## config.mk

```make
export PLATFORM = sky130hd
export DESIGN_NAME = br_pred_unit
export DESIGN_NICKNAME = d
export VERILOG_FILES = /design/src/rtl/br_pred_unit.sv
export SDC_FILE = /design/constraint.sdc
export NUM_CORES = 2
export LEC_CHECK = 0
export CAP_MARGIN = 20
export CELL_PAD_IN_SITES_DETAIL_PLACEMENT = 0
export CELL_PAD_IN_SITES_GLOBAL_PLACEMENT = 1
export CORE_MARGIN = 2
export CORE_UTILIZATION = 46
export CTS_CLUSTER_SIZE = 24
export DETAILED_ROUTE_END_ITERATION = 16
export PLACE_DENSITY = 0.67
export SLEW_MARGIN = 10
export SYNTH_ARGS = -nofsm -noshare
export SYNTH_HDL_FRONTEND = slang
export SYNTH_SLANG_ARGS = --single-unit
export TNS_END_PERCENT = 5
```

## constraint.sdc

```tcl
create_clock -name i_clk -period 7.2 [get_ports i_clk]
set_input_delay 1.44 -clock i_clk [delete_from_list [all_inputs] [get_ports i_clk]]
set_output_delay 1.44 -clock i_clk [all_outputs]
set_load 0.02 [all_outputs]
```

## src/rtl/br_pred_unit.sv

```systemverilog
// Branch prediction unit: direct-mapped BTB, 2-bit PHT (bimodal or gshare),
// global history register and return address stack, trained at resolution.
module br_pred_unit #(
  parameter int unsigned XLEN        = 32,
  parameter int unsigned BTB_ENTRIES = 64,
  parameter int unsigned PHT_ENTRIES = 256,
  parameter int unsigned GHR_BITS    = 8,
  parameter int unsigned MODE        = 0,
  parameter int unsigned RAS_DEPTH   = 4
) (
  input  logic                i_clk,
  input  logic                i_rst_n,
  input  logic [XLEN-1:0]     i_f_pc,
  output logic                o_pred_hit,
  output logic                o_pred_taken,
  output logic [XLEN-1:0]     o_pred_target,
  output logic [GHR_BITS-1:0] o_pred_ghr,
  input  logic                i_upd_vld,
  input  logic [XLEN-1:0]     i_upd_pc,
  input  logic [GHR_BITS-1:0] i_upd_ghr,
  input  logic                i_upd_is_br,
  input  logic                i_upd_is_jal,
  input  logic                i_upd_is_jalr,
  input  logic                i_upd_is_call,
  input  logic                i_upd_is_ret,
  input  logic                i_upd_taken,
  input  logic [XLEN-1:0]     i_upd_target,
  input  logic                i_upd_mispred,
  output logic [31:0]         o_br_cnt,
  output logic [31:0]         o_mis_cnt
);

  localparam int unsigned BTB_IDX = $clog2(BTB_ENTRIES);
  localparam int unsigned PHT_IDX = $clog2(PHT_ENTRIES);
  localparam int unsigned RAS_IDX = $clog2(RAS_DEPTH);
  localparam int unsigned TAG_W   = XLEN - BTB_IDX - 2;
  localparam bit          GSHARE  = (MODE == 1);

  typedef enum logic [1:0] {
    BT_BR   = 2'd0,
    BT_JAL  = 2'd1,
    BT_JALR = 2'd2,
    BT_RET  = 2'd3
  } btb_kind_e;

  typedef struct packed {
    logic [TAG_W-1:0] tag;
    logic [XLEN-1:0]  target;
    btb_kind_e        kind;
  } btb_entry_t;

  // History is zero-extended or truncated to the PHT index width by the cast.
  function automatic logic [PHT_IDX-1:0] pht_index(input logic [XLEN-1:0]     pc,
                                                    input logic [GHR_BITS-1:0] hist);
    logic [PHT_IDX-1:0] hist_fit;
    hist_fit  = PHT_IDX'(hist);
    pht_index = pc[PHT_IDX+1:2] ^ (GSHARE ? hist_fit : {PHT_IDX{1'b0}});
  endfunction

  logic [BTB_ENTRIES-1:0] btb_vld;
  btb_entry_t             btb_mem [BTB_ENTRIES];
  logic [1:0]             pht     [PHT_ENTRIES];
  logic [GHR_BITS-1:0]    ghr;
  logic [XLEN-1:0]        ras_mem [RAS_DEPTH];
  logic [RAS_IDX-1:0]     ras_ptr;
  logic [RAS_IDX:0]       ras_cnt;

  logic unused_pc_lsb;
  assign unused_pc_lsb = ^{i_f_pc[1:0], i_upd_pc[1:0]};

  // ---------------- prediction (combinational off fetch PC) ----------------
  logic [BTB_IDX-1:0] f_bidx;
  logic [PHT_IDX-1:0] f_pidx;
  btb_entry_t         f_ent;
  logic               f_hit;
  logic               f_taken;
  logic               ras_empty;
  logic               ras_full;
  logic [RAS_IDX-1:0] ras_top_idx;
  logic [XLEN-1:0]    ras_top;

  assign f_bidx      = i_f_pc[BTB_IDX+1:2];
  assign f_pidx      = pht_index(i_f_pc, ghr);
  assign f_ent       = btb_mem[f_bidx];
  assign f_hit       = btb_vld[f_bidx] && (f_ent.tag == i_f_pc[XLEN-1:BTB_IDX+2]);
  assign ras_empty   = (ras_cnt == '0);
  assign ras_full    = (ras_cnt == (RAS_IDX+1)'(RAS_DEPTH));
  assign ras_top_idx = ras_ptr - RAS_IDX'(1);
  assign ras_top     = ras_mem[ras_top_idx];

  always_comb begin
    f_taken = 1'b1;
    if (f_ent.kind == BT_BR) f_taken = pht[f_pidx][1];
  end

  assign o_pred_hit    = i_rst_n & f_hit;
  assign o_pred_taken  = i_rst_n & f_hit & f_taken;
  assign o_pred_target = ((f_ent.kind == BT_RET) && !ras_empty) ? ras_top : f_ent.target;
  assign o_pred_ghr    = ghr;

  // ---------------- update decode ----------------
  logic [BTB_IDX-1:0] u_bidx;
  logic [PHT_IDX-1:0] u_pidx;
  logic               btb_we;
  logic               pht_we;
  btb_kind_e          u_kind;
  logic [1:0]         pht_cur;
  logic [1:0]         pht_nxt;
  logic [XLEN-1:0]    ras_push_val;

  assign u_bidx       = i_upd_pc[BTB_IDX+1:2];
  assign u_pidx       = pht_index(i_upd_pc, i_upd_ghr);
  assign btb_we       = i_upd_vld & i_upd_taken &
                        (i_upd_is_br | i_upd_is_jal | i_upd_is_jalr | i_upd_is_ret);
  assign pht_we       = i_upd_vld & i_upd_is_br;
  assign pht_cur      = pht[u_pidx];
  assign ras_push_val = i_upd_pc + XLEN'(4);

  always_comb begin
    u_kind = BT_BR;
    if (i_upd_is_ret)       u_kind = BT_RET;
    else if (i_upd_is_jalr) u_kind = BT_JALR;
    else if (i_upd_is_jal)  u_kind = BT_JAL;
  end

  // Saturating 2-bit counter step.
  always_comb begin
    pht_nxt = pht_cur;
    if (i_upd_taken) begin
      if (pht_cur != 2'b11) pht_nxt = pht_cur + 2'b01;
    end else begin
      if (pht_cur != 2'b00) pht_nxt = pht_cur - 2'b01;
    end
  end

  // RAS: call+ret replaces the top; a push when full overwrites the oldest slot.
  logic               ras_we;
  logic [RAS_IDX-1:0] ras_wr_idx;
  logic [RAS_IDX-1:0] ras_ptr_nxt;
  logic [RAS_IDX:0]   ras_cnt_nxt;

  always_comb begin
    ras_we      = 1'b0;
    ras_wr_idx  = ras_ptr;
    ras_ptr_nxt = ras_ptr;
    ras_cnt_nxt = ras_cnt;
    if (i_upd_vld) begin
      if (i_upd_is_call && i_upd_is_ret && !ras_empty) begin
        ras_we     = 1'b1;
        ras_wr_idx = ras_top_idx;
      end else if (i_upd_is_call) begin
        ras_we      = 1'b1;
        ras_wr_idx  = ras_ptr;
        ras_ptr_nxt = ras_ptr + RAS_IDX'(1);
        if (!ras_full) ras_cnt_nxt = ras_cnt + (RAS_IDX+1)'(1);
      end else if (i_upd_is_ret && !ras_empty) begin
        ras_ptr_nxt = ras_top_idx;
        ras_cnt_nxt = ras_cnt - (RAS_IDX+1)'(1);
      end
    end
  end

  // ---------------- state with reset ----------------
  always_ff @(posedge i_clk) begin
    if (!i_rst_n) begin
      btb_vld   <= '0;
      pht       <= '{default: 2'b01};
      ghr       <= '0;
      ras_ptr   <= '0;
      ras_cnt   <= '0;
      o_br_cnt  <= '0;
      o_mis_cnt <= '0;
    end else begin
      if (btb_we) btb_vld[u_bidx] <= 1'b1;
      if (pht_we) begin
        pht[u_pidx] <= pht_nxt;
        ghr         <= GHR_BITS'({ghr, i_upd_taken});
      end
      ras_ptr <= ras_ptr_nxt;
      ras_cnt <= ras_cnt_nxt;
      if (i_upd_vld) begin
        o_br_cnt <= o_br_cnt + 32'd1;
        if (i_upd_mispred) o_mis_cnt <= o_mis_cnt + 32'd1;
      end
    end
  end

  // Payload storage; valid bits and RAS count qualify it, so no reset needed.
  always_ff @(posedge i_clk) begin
    if (i_rst_n && btb_we) begin
      btb_mem[u_bidx] <= '{tag:    i_upd_pc[XLEN-1:BTB_IDX+2],
                           target: i_upd_target,
                           kind:   u_kind};
    end
    if (i_rst_n && ras_we) ras_mem[ras_wr_idx] <= ras_push_val;
  end

endmodule

```

Word-level counts from Yosys, hierarchy flattened
Memories as Yosys holds them, arrays and structs flattened.
Index checks and enable logic that the tools add are counted.
{"block": "op_classes", "n_div": 0, "eq_ne": 5, "n_shift": 0, "n_mul": 0, "n_reduce_logical": 17, "mux": 35, "order_cmp": 6, "addsub": 9, "n_bitwise": 12}
{"op": "bitwise mux 512 bit", "n": 1}
{"op": "adder 32 x 1 -> 32 bit, second input constant", "n": 2}
{"op": "bitwise OR 64 bit", "n": 1}
{"op": "adder 32 x 3 -> 32 bit, second input constant", "n": 1}
{"op": "binary-select mux 2 bit (select 8 bit)", "n": 2}
{"op": "two-way mux 32 bit", "n": 1}
{"op": "two-way mux 2 bit", "n": 14}
{"op": "== test 24 bit", "n": 1}
{"op": ">= comparator 9 bit, second input constant", "n": 2}
{"op": "NOT 8 -> 9 bit", "n": 2}
{"op": "demux 2 bit (select 8 bit)", "n": 1}
{"op": "less-than comparator 6 x 7 -> 1 bit, second input constant", "n": 2}
{"op": "two-way mux 1 bit", "n": 11}
{"op": "logical AND 1 bit", "n": 9}
{"op": "less-than comparator 9 x 1 -> 1 bit, second input constant", "n": 1}
{"op": "two-way mux 3 bit", "n": 3}
{"op": "binary-select mux 1 bit (select 6 bit)", "n": 1}
{"op": "demux 1 bit (select 6 bit)", "n": 1}
{"op": ">= comparator 6 x 1 -> 1 bit, second input constant", "n": 1}
{"op": "bitwise AND 1 bit", "n": 5}
{"op": "adder 2 x 1 -> 2 bit, second input constant", "n": 2}
{"op": "!= test 2 bit, second input constant", "n": 2}
{"op": "AND reduction 4 bit", "n": 1}
{"op": "nonzero test 2 bit", "n": 2}
{"op": "other kinds (12)", "n": 15}
{"block": "totals", "input_bits": 114, "ramBits": 3840, "output_inout_bits": 106, "wordCells": 348, "mem_count": 2, "ff_bits": 653, "latchBits": 0, "mem_bits_ro": 0}
{"name": "btb_mem", "words": 64, "width": 58, "rd": 1, "rd_clocked_by_memory_dff": 0, "wr": 1, "line_no": "61", "rtl": "btb_entry_t btb_mem [BTB_ENTRIES];"}
{"name": "ras_mem", "words": 4, "width": 32, "rd": 1, "rd_clocked_by_memory_dff": 0, "wr": 1, "line_no": "64", "rtl": "logic [XLEN-1:0] ras_mem [RAS_DEPTH];"}

Logic depth before layout (Yosys ltp)
{"block": "logic_depth", "depth_word": 8, "depth_mapped": 16, "mapped_depth_nobuf": 9}

Worst setup path before layout
No wires, ideal clock.
{"block": "synth_path", "path_type": "input to register", "startpoint": "input port i_rst_n", "endpoint": "memory ras_mem[0][0], enable pin", "required_ns": 6.699, "path_stages": 5, "setup_time_ns": 0.501, "path_buffers": 3, "arrival_ns": 5.614, "path_slack_ns": 1.085, "path_cell_list": "clkbuf_1 clkbuf_1 clkbuf_1 nand3_1 nor4_1"}
{"block": "synth_via", "elab_chain_len": 3}
{"item": "from (decl)", "line_no": "12", "rtl": "input logic i_rst_n,"}
{"item": "logical AND 1 bit", "line_no": "195", "rtl": "if (i_rst_n && ras_we) ras_mem[ras_wr_idx] <= ras_push_val;"}
{"item": "two-way mux 1 bit", "line_no": "195"}
{"item": "two-way mux 1 bit (implied by the code)", "line_no": "195"}
{"item": "to (decl)", "line_no": "64"}
Every way passes these cells.

Final worst setup path
{"block": "layout_path", "startpoint": "input port i_f_pc[2]", "endpoint": "output port o_pred_taken"}
{"block": "layout_via", "elab_chain_len": 6, "elab_cells_between_ends": 13, "cone_classes": "1 x eq/ne; 6 x mux; 3 x bitwise; 2 x reduce/logical; 1 x memory"}
{"item": "from (decl)", "line_no": "13", "rtl": "input logic [XLEN-1:0] i_f_pc,"}
{"item": "NOT 8 -> 9 bit (implied by the code)", "line_no": "93", "rtl": "if (f_ent.kind == BT_BR) f_taken = pht[f_pidx][1];"}
{"item": "binary-select mux 2 bit (select 8 bit)", "line_no": "93"}
{"item": "two-way mux 2 bit (implied by the code) (2 in a row)", "line_no": "93"}
{"item": "two-way mux 1 bit", "line_no": "93"}
{"item": "bitwise AND 1 bit *", "line_no": "97", "rtl": "assign o_pred_taken = i_rst_n & f_hit & f_taken;"}
{"item": "to (decl)", "line_no": "15", "rtl": "output logic o_pred_taken,"}
Every way passes the cells marked *; elsewhere a longest branch is shown, timed or not. The select of a mux whose other input is x is not followed.

==> results.sh <==
export IMPL_outcome="finished clean"
export IMPL_clock_fmax_mhz=139.7
export IMPL_r2r_cells=9
export IMPL_path_delay_family="simple AND/OR/NAND/NOR gates"
export IMPL_synth_area_leader_cell="edfxtp_1"
export IMPL_fin_crit_sh=0.9943
export IMPL_gp_congestion=0.8509
export IMPL_drt_first_pass_iters=6
export IMPL_post_cts_setup_buffers=0
export IMPL_fillers=30170
export IMPL_drive_above_1_share=0.2472
export IMPL_holdPathStages=1
export IMPL_crit_buf_inv=4
export IMPL_syn_area_sq_um=178500
export IMPL_die_y_um=626.9
export IMPL_drc=0
export IMPL_clock_root_buffer="clkbuf_16"
export IMPL_grt_max_degree=242
export IMPL_min_path_type="reg2reg"
export IMPL_worstPathMaxFanout=45
export IMPL_avgRoutedWirePerCell_um=36.79
export IMPL_drtIter0Drc=15950
export IMPL_hpwl_um=310200
export IMPL_design_die_area_sq_um=393000
export IMPL_core_sq_um=386000
export IMPL_synth_area_top_cells="edfxtp_1, mux4_2, dfxtp_1"
export IMPL_p_leak_uw=0.06669
export IMPL_worstReg2RegStart="pht[145]"
export IMPL_grt_pass1_wl_um=786300
export IMPL_cts_buffers=452
export IMPL_synth_async_sr_flop_share=0
export IMPL_skew_ns=0.07687
export IMPL_ys_warnings_count=0
export IMPL_synth_cell_types=85
export IMPL_num_rows=228
export IMPL_yosys_cell_count_top_type="edfxtp_1"
export IMPL_multi_input_area_sq_um=47690
export IMPL_layout_min_cycle_time_ns=7.159
export IMPL_cellPowerDensity_nw_per_um2=268.3
export IMPL_grt_ovfl_total=0
export IMPL_r2r_slack_ns=3.11
export IMPL_die_x_um=626.9
export IMPL_drt_antenna_violating_nets=0
export IMPL_path_class="in2out"
export IMPL_cts_tree="yes"
export IMPL_start_util=0.4624
export IMPL_cp_data_arrival_time_ns=5.72
export IMPL_relSlewSlack=0.1947
export IMPL_clock_sinks=4493
export IMPL_worst_path_largest_cell_delay_ns=0.82
export IMPL_fin_cells=15540
export IMPL_grt_antenna_before_repair=42
export IMPL_end_kind="output pin"
export IMPL_totalPowerFinal_uw=54820
export IMPL_peakVddDrop_uv=227.6
export IMPL_worst_pin_slew_ns=1.203
export IMPL_regArea_sq_um=128400
export IMPL_clkLatencyLatePin_ns=1.02
export IMPL_syn_inst=9487
export IMPL_reg2reg_to="pht[248]"
export IMPL_max_clock_path_buffers=4
export IMPL_ioPinCount=220
export IMPL_synth_seq_cells=4493
export IMPL_rsz0062_at_grt="no"
export IMPL_htreeDepth=5
export IMPL_ys_seq_area_frac=0.7193
export IMPL_finalSetupViolCount=0
export IMPL_track_usage=0.2878
export IMPL_hold_path_startpoint="btb_vld[39]"
export IMPL_slowest_stage="nor4_1"
export IMPL_synth_edf_count=3840
export IMPL_grt_pass1_vias=98460
export IMPL_syn_area_per_cell_sq_um=18.81
export IMPL_area_delta_synth_final_pct=14.49
export IMPL_maxCapViolCount=0
export IMPL_wirelength_um=571500
export IMPL_synth_top_cell_area_share=0.6461
export IMPL_ys_flop_type="edfxtp_1"
export IMPL_synth_common_cells="edfxtp_1, mux4_2, dfxtp_1, nand2_1, nand3_1"
export IMPL_start_kind="input port"
export IMPL_vias=101400
export IMPL_slew_viol_final=0
export IMPL_synth_nets=9608
export IMPL_nets=10090
export IMPL_io_buffers=209
export IMPL_cp_cell_sequence="buf_16 -> buf_12 -> mux4_2 -> mux2i_1 -> nor2_1 -> nor4_1 -> nand4_1 -> xnor2_1 -> and4_1 -> nand4_1 -> a2111oi_4 -> buf_4 -> buf_4"
export IMPL_path_clk_slew_ns=0.06
export IMPL_place_inst=14680
export IMPL_cp_required_ns=5.76
export IMPL_finalHoldViolCount=0
export IMPL_min_delay_worst_endpoint="btb_vld[39]"
export IMPL_drt_vias_per_instance=6.527
==> layout by cell type, fill, tap and decap left out, drive strengths merged, types with 277 or more instances in the layout <==
cell type	instances
o21ai	309
mux4	1156
a31oi	277
dfxtp	653
clkbuf	573
buf	540
nand3	349
edfxtp	3840
nand2	480
mux2i	345
==> flip-flops by register name, indices dropped and copies added, names as in the netlist <==
signal and count:
ras_mem 128, btb_vld 64, ras_cnt 3, pht 512, o_br_cnt 32, o_pred_ghr 8
btb_mem 3712, o_mis_cnt 32, ras_ptr 2
==> power breakdown <==
group	total, uW	internal (uW)	switching [uW]
logic	3090	1140	1950
clock network	23400	13200	10200
registers	28300	28300	43.9
total	54800	42600	12200
==> per-stage QoR <==
| step | setup WS, ns | utilization | hold WS [ns] | TNS (ns) | instance area, sq um |
|---|---|---|---|---|---|
| 5_1_grt | 0.006211 | 0.5294 | 0.4636 | 0 | 204300 |
| 2_1_floorplan | 1.085 | - | 0.4211 | 0 | 178500 |
| 3_3_place_gp | -0.1448 | 0.4911 | 0.4273 | -0.1919 | 189500 |
| 4_1_cts | 0.07839 | 0.5292 | 0.4498 | 0 | 204200 |
| 3_5_place_dp | -0.1142 | 0.4912 | 0.4352 | -0.1558 | 189600 |
| 6_report | 0.04119 | 0.5294 | 0.4478 | 0 | 204300 |
==> metal layers <==
metal  part of all wire  GRT usage  up-vias  wire length (um)
met5           0.000068          0        -                39
met1               0.39     0.4155    54280            225700
li1                   -          -    40010                 -
met3               0.10    0.04225     1082             58520
met2               0.46     0.4507     6018            265000
met4              0.039    0.09804        6             22270
==> worst max path at each step <==
stage	startpoint	to	slack, ns	depth (start not counted)
final	i_f_pc[2]	o_pred_taken	0.04	13
after global routing	i_f_pc[2]	o_pred_taken	0.006	13
after CTS	i_f_pc[2]	o_pred_taken	0.08	14
after detailed placement	i_f_pc[3]	o_pred_taken	-0.11	13
after global placement	i_f_pc[2]	o_pred_taken	-0.14	13
after floorplan	i_rst_n	ras_mem[0][0]	1.08	5
==> worst register-to-register path, cell delays in order, from the launching register on <==
cell and delay [ns]:
dfxtp_1 0.33, mux4_2 0.50, o211ai_1 0.77, nand4_1 0.27, nor4b_1 0.64, o22ai_1 0.25, a21oi_1 0.23, o21a_4 0.32
buf_12 0.39, a31oi_1 0.26
==> timing repair <==
action	in CTS	in global routing
resized for setup	3	2
hold buffers	0	0
setup endpoints to repair	2	1
gates cloned	0	0
==> kinds of logic after synthesis <==
| logic type | synth area share |
|---|---|
| adder cells (fa/ha/maj) | 0.0005959 |
| AND/OR/NAND/NOR | 0.04635 |
| XOR/XNOR | 0.005938 |
| flip-flops | 0.7193 |
| AO/OA/AOI/OAI | 0.03973 |
| buffers and inverters | 0.01775 |
| multiplexers | 0.1703 |
==> area by class of cell <==
class,instances,share of cell area
Clock inverter,270,0.01273
Tap cell,5175,0.03169
Sequential cell,4493,0.6283
Antenna cell,9,0.0001102
Timing Repair Buffer,672,0.03452
Inverter,17,0.0003490
Multi-Input combinational cell,4328,0.2334
Clock buffer,571,0.05889
Note: power is estimated with default switching activity, not from simulation.
